<file path="config.mk">
export PLATFORM = sky130hd
export DESIGN_NAME = med_dispense_ctrl
export DESIGN_NICKNAME = d
export VERILOG_FILES = /design/src/rtl/med_dispense_ctrl.sv
export SDC_FILE = /design/constraint.sdc
export NUM_CORES = 1
export LEC_CHECK = 0
export CAP_MARGIN = 20
export CORE_ASPECT_RATIO = 0.9
export CORE_MARGIN = 2
export CORE_UTILIZATION = 50
export CTS_CLUSTER_DIAMETER = 60
export DETAILED_ROUTE_END_ITERATION = 10
export PLACE_DENSITY = 0.7
export SKIP_CTS_REPAIR_TIMING = 1
export SYNTH_ARGS = -nofsm -noshare
export SYNTH_HDL_FRONTEND = slang
export SYNTH_SLANG_ARGS = --single-unit
</file>
<file path="constraint.sdc">
create_clock -name clk -period 3.35 [get_ports clk]
set_clock_uncertainty 0.05 [all_clocks]
set_input_delay 0.67 -clock clk [delete_from_list [all_inputs] [get_ports clk]]
set_output_delay 0.67 -clock clk [all_outputs]
set_load 0.02 [all_outputs]
</file>
<file path="src/rtl/med_dispense_ctrl.sv">
// Medication dispense controller: turns dose-due edges into serialised,
// timed actuator pulses and tracks per-compartment pill stock.
//
// Ports:
//   clk, reset            rising-edge clock, async active-high reset
//   med_0..med_3          dose-due levels from the scheduler
//   refill/_sel/_qty      one-cycle refill strobe, compartment, pill count
//   act[3:0]              actuator drive, one-hot or zero, registered
//   busy                  high while firing or in the post-pulse gap
//   dose_done             one-cycle pulse when a dose completes
//   low/empty/missed[3:0] per-compartment stock and missed-dose status
module med_dispense_ctrl #(
    parameter int PULSE_LEN  = 4,
    parameter int GAP_LEN    = 2,
    parameter int INV_W      = 7,
    parameter int LOW_THRESH = 5,
    parameter int INIT_STOCK = 0
) (
    input  logic             clk,
    input  logic             reset,
    input  logic             med_0,
    input  logic             med_1,
    input  logic             med_2,
    input  logic             med_3,
    input  logic             refill,
    input  logic [1:0]       refill_sel,
    input  logic [INV_W-1:0] refill_qty,
    output logic [3:0]       act,
    output logic             busy,
    output logic             dose_done,
    output logic [3:0]       low,
    output logic [3:0]       empty,
    output logic [3:0]       missed
);

    localparam int CNT_MAX = (PULSE_LEN > GAP_LEN) ? PULSE_LEN : GAP_LEN;
    localparam int CW      = $clog2(CNT_MAX + 1);

    typedef enum logic [1:0] {IDLE, FIRE, GAP} state_t;

    state_t            state, state_nx;
    logic [CW-1:0]     cnt, cnt_nx;
    logic [1:0]        sel, sel_nx, pick_idx;
    logic [3:0]        med, prev, req;
    logic [3:0]        pending, pending_nx, missed_nx;
    logic [3:0]        act_nx, elig, clr, miss_set, rf_clr;
    logic              done_nx, dec, launch;
    logic [INV_W-1:0]  stock    [4];
    logic [INV_W-1:0]  stock_nx [4];

    assign med    = {med_3, med_2, med_1, med_0};
    assign req    = med & ~prev;
    assign busy   = (state != IDLE);
    assign elig   = pending & ~empty;
    assign rf_clr = (refill && refill_qty != '0) ? (4'b0001 << refill_sel)
                                                 : 4'b0000;

    always_comb begin
        for (int i = 0; i < 4; i++) begin
            empty[i] = (stock[i] == '0);
            low[i]   = !empty[i] && (stock[i] <= INV_W'(LOW_THRESH));
        end
    end

    always_comb begin
        pick_idx = 2'd0;
        for (int i = 3; i >= 0; i--) begin
            if (elig[i]) pick_idx = 2'(i);
        end
    end

    // The last gap edge doubles as an idle decision so back-to-back
    // doses are separated by exactly GAP_LEN dead cycles.
    always_comb begin
        state_nx = state;
        cnt_nx   = cnt;
        sel_nx   = sel;
        act_nx   = act;
        done_nx  = 1'b0;
        dec      = 1'b0;
        launch   = 1'b0;
        clr      = 4'b0000;
        miss_set = req & empty;
        case (state)
            IDLE: launch = 1'b1;
            FIRE: begin
                if (cnt == '0) begin
                    act_nx   = 4'b0000;
                    dec      = 1'b1;
                    done_nx  = 1'b1;
                    state_nx = GAP;
                    cnt_nx   = CW'(GAP_LEN - 1);
                end else begin
                    cnt_nx = cnt - CW'(1);
                end
            end
            GAP: begin
                if (cnt == '0) launch = 1'b1;
                else           cnt_nx = cnt - CW'(1);
            end
            default: state_nx = IDLE;
        endcase
        if (launch) begin
            state_nx = IDLE;
            // A queued dose whose stock ran out is dropped as missed.
            clr      = pending & empty;
            miss_set = miss_set | (pending & empty);
            if (elig != 4'b0000) begin
                state_nx = FIRE;
                sel_nx   = pick_idx;
                act_nx   = 4'b0001 << pick_idx;
                cnt_nx   = CW'(PULSE_LEN - 1);
                clr      = clr | (4'b0001 << pick_idx);
            end
        end
        // Clear wins so a request on the bit being launched merges.
        pending_nx = (pending | (req & ~empty)) & ~clr;
        missed_nx  = (missed | miss_set) & ~rf_clr;
    end

    // Saturate the refill first, then take the dispensed pill.
    always_comb begin
        logic [INV_W:0] sum;
        for (int i = 0; i < 4; i++) begin
            sum         = {1'b0, stock[i]} + {1'b0, refill_qty};
            stock_nx[i] = stock[i];
            if (refill && refill_sel == 2'(i)) begin
                stock_nx[i] = sum[INV_W] ? '1 : sum[INV_W-1:0];
            end
            if (dec && sel == 2'(i)) begin
                stock_nx[i] = stock_nx[i] - INV_W'(1);
            end
        end
    end

    always_ff @(posedge clk or posedge reset) begin
        if (reset) begin
            state     <= IDLE;
            cnt       <= '0;
            sel       <= 2'd0;
            act       <= 4'b0000;
            dose_done <= 1'b0;
            pending   <= 4'b0000;
            missed    <= 4'b0000;
            prev      <= 4'b0000;
            for (int i = 0; i < 4; i++) stock[i] <= INV_W'(INIT_STOCK);
        end else begin
            state     <= state_nx;
            cnt       <= cnt_nx;
            sel       <= sel_nx;
            act       <= act_nx;
            dose_done <= done_nx;
            pending   <= pending_nx;
            missed    <= missed_nx;
            prev      <= med;
            for (int i = 0; i < 4; i++) stock[i] <= stock_nx[i];
        end
    end

endmodule

</file>
==> metrics <==
number of global-route vias before repair 3,971; Wirelength per Cell between 15 and 20 µm; dominant cell type by area after synthesis dfrtp_1; r2r startpoint stock[10]; DRC Markers 0; Critical Path Sink empty[1]; total track usage roughly 26%; root buffer cell clkbuf_8; relative slew slack a little over two fifths; Initial Utilization a little over half; Mapped Cells 470; Post-DP HPWL between 9000 and 10,000 µm; Async SR Flop Fraction 100%; Post-Place Setup Slack -0.254 ns; H-tree levels 2; CP Launch Point stock[18]; DRT Pass-1 Iters 4; synth top area cells dfrtp_1, ha_1, a21oi_1, nor2_1, xnor2_1; CTS tree built; Sink Count between 50 and 60; grt total ovfl 0; post-route clock period utilization 94.2%; Worst Setup End Kind primary output; Die H about 91 µm; Post-layout nets 630; top cell type's share of synthesized area approximately 30%; Ports 34; P&R area growth vs syn 25.4%; startpoint types register; GPL Wtd Cong 0.937; Hold Path Class register to register; DIE WIDTH slightly above 100 µm; largest net degree at the start of global routing 20; share of cells above drive strength 1 a little under a fifth; unrepaired setup endpoints after global routing false; maximum vdd drop about 0.00047 V; Worst-path clk slew about 0.10 ns; Initial DRC Count roughly 170; initial antenna violation count 0; Syn Area/Cell between 9 and 10 µm²; r2r setup slk between 0.5 and 0.6 ns; # port buffers 33; Power Total between 4000 and 5000 µW; antenna-violating nets left 0; post-synth cell types between 60 and 70; Final setup viols 0; first-pass GRT wire length around 19,000 µm; Arrival @ worst endpoint about 2.4 ns; row cnt 31; Num CTS Buffers 5; final setup TNS 0 ns; Vias 3,982; CTS max path bufs 2; mapped cell area about 4200 µm²; Max-Cap Viols 0; register area share after synthesis between 30% and 40%; Yosys reg bits 52; Final Cell Area between 5000 and 6000 µm²; core footprint 8150 µm²; Synthesized Nets ~530; clk_lat worst skew ~0.32 ns; CP Class register to primary output; Filler cells ~680; Worst-Margin Slew between 0.8 and 0.9 ns; reg2reg end stock[13]; top achievable clock speed 317 MHz; max-slew violations 0; Antenna Diode Count 0; DP Area between 5000 and 6000 µm²; number of enable flip-flop cells after synthesis 0; fin worst setup slack around 0.19 ns; status complete, no violations; power density cells approximately 780 nW/µm²; multi-input combinational cell area roughly 2800 µm²; register area around 1300 µm²; mean number of vias per cell approximately 6; Critical Path Fanout Max 5; Synth Warn # 0; final-report hold violation count 0; Die ar. about 9000 µm²; R2R depth 12; ys flop type dfrtp_1; required time of the worst setup path around 2.6 ns; final WL roughly 11,000 µm; leakage power between 0.002 and 0.0025 µW; hold_ws roughly 0.45 ns; minimum clock period between 3 and 4 ns
-- critical path, stage by stage (launching register included) --
cell             delay, ns
dfrtp_1               0.44
nor4_1                0.68
and2_0                0.35
clkdlybuf4s50_1       0.65
-- report_power, final --
part,internal [µW],total (µW),switching [µW]
clock,226,458,232
sequential,863,1150,283
combinational,1150,2540,1390
total,2240,4140,1910
-- flip-flops by register name, indices dropped and copies added (netlist names) --
| name | cells |
|---|---|
| act | 4 |
| cnt | 3 |
| dose_done | 1 |
| missed | 4 |
| pending | 4 |
| prev | 4 |
| sel | 2 |
| state | 2 |
| stock | 28 |
-- worst min-delay path by stage --
stage          startpoint         end  cells past startpoint
3_5_place_dp       act[0]      act[0]                      1
3_3_place_gp       cnt[1]      cnt[1]                      1
5_1_grt            cnt[1]      cnt[1]                      1
4_1_cts            act[0]      act[0]                      1
6_report           cnt[1]      cnt[1]                      1
2_1_floorplan  pending[3]  pending[3]                      1
-- cells in the mapped netlist, types with 4 or more instances --
| cell type | n |
|---|---|
| nor3_1 | 14 |
| and4b_1 | 4 |
| o21ai_0 | 14 |
| a31oi_1 | 7 |
| xnor2_1 | 18 |
| a211oi_1 | 9 |
| a21o_1 | 8 |
| nand2_1 | 35 |
| nand3_1 | 7 |
| nor2b_1 | 5 |
| and3_1 | 4 |
| mux2i_1 | 4 |
| ha_1 | 38 |
| xor2_1 | 16 |
| fa_1 | 4 |
| nand2b_1 | 9 |
| nor2_1 | 45 |
| o32ai_1 | 11 |
| inv_1 | 29 |
| and2_1 | 5 |
| a21oi_2 | 4 |
| a21oi_1 | 48 |
| o31ai_1 | 5 |
| nor4_1 | 4 |
| dfrtp_1 | 52 |
-- layout make-up --
| cell class | count | share of cell area [%] |
|---|---|---|
| clock inverter | 3 | 0.869 |
| timing repair buffer | 100 | 15.7 |
| sequential | 52 | 24.4 |
| clock buffer | 5 | 1.29 |
| inverter | 31 | 2.19 |
| multi-input combinational | 382 | 53.2 |
| tap | 99 | 2.33 |
-- layout by cell type, fill, tap and decap left out, drive strengths merged, types with 10 or more instances in the layout --
cell type      instances
a211oi                10
a21oi                 54
buf                   67
clkdlybuf4s50         32
dfrtp                 52
ha                    38
inv                   32
nand2                 36
nand2b                11
nor2                  45
nor3                  15
o21ai                 14
o32ai                 14
xnor2                 18
xor2                  16
-- cell families (layout without fill, tap and decap cells) --
group                      count (synthesis)  after routing  share of synthesized area (%)
xor gates and xnor gates                  34             34                           7.01
AOI/OAI and AO/OA                        138            138                           23.2
and+or+nand+nor                          164            164                           21.8
adders and majority gates                 42             42                           13.1
buffers and inverters                     36            139                           3.36
DFF                                       52             52                           30.6
muxes                                      4              4                          0.943
-- metal layers --
layer  vias up  global-route usage [%]  routed length [µm]
met5         -                       0                   0
met4         0                    7.66                 262
met3        18                    5.16                 504
met2        90                    39.5                5090
met1      1927                    37.2                5380
li1       1947                       -                   -
-- stage by stage --
step	std cells	util, %
final	672	65.4
after global routing	672	65.4
after CTS	670	64.8
after detailed placement	662	63.4
after global placement	662	63.4
after floorplan	470	-
(Power assumes the default switching activity.)
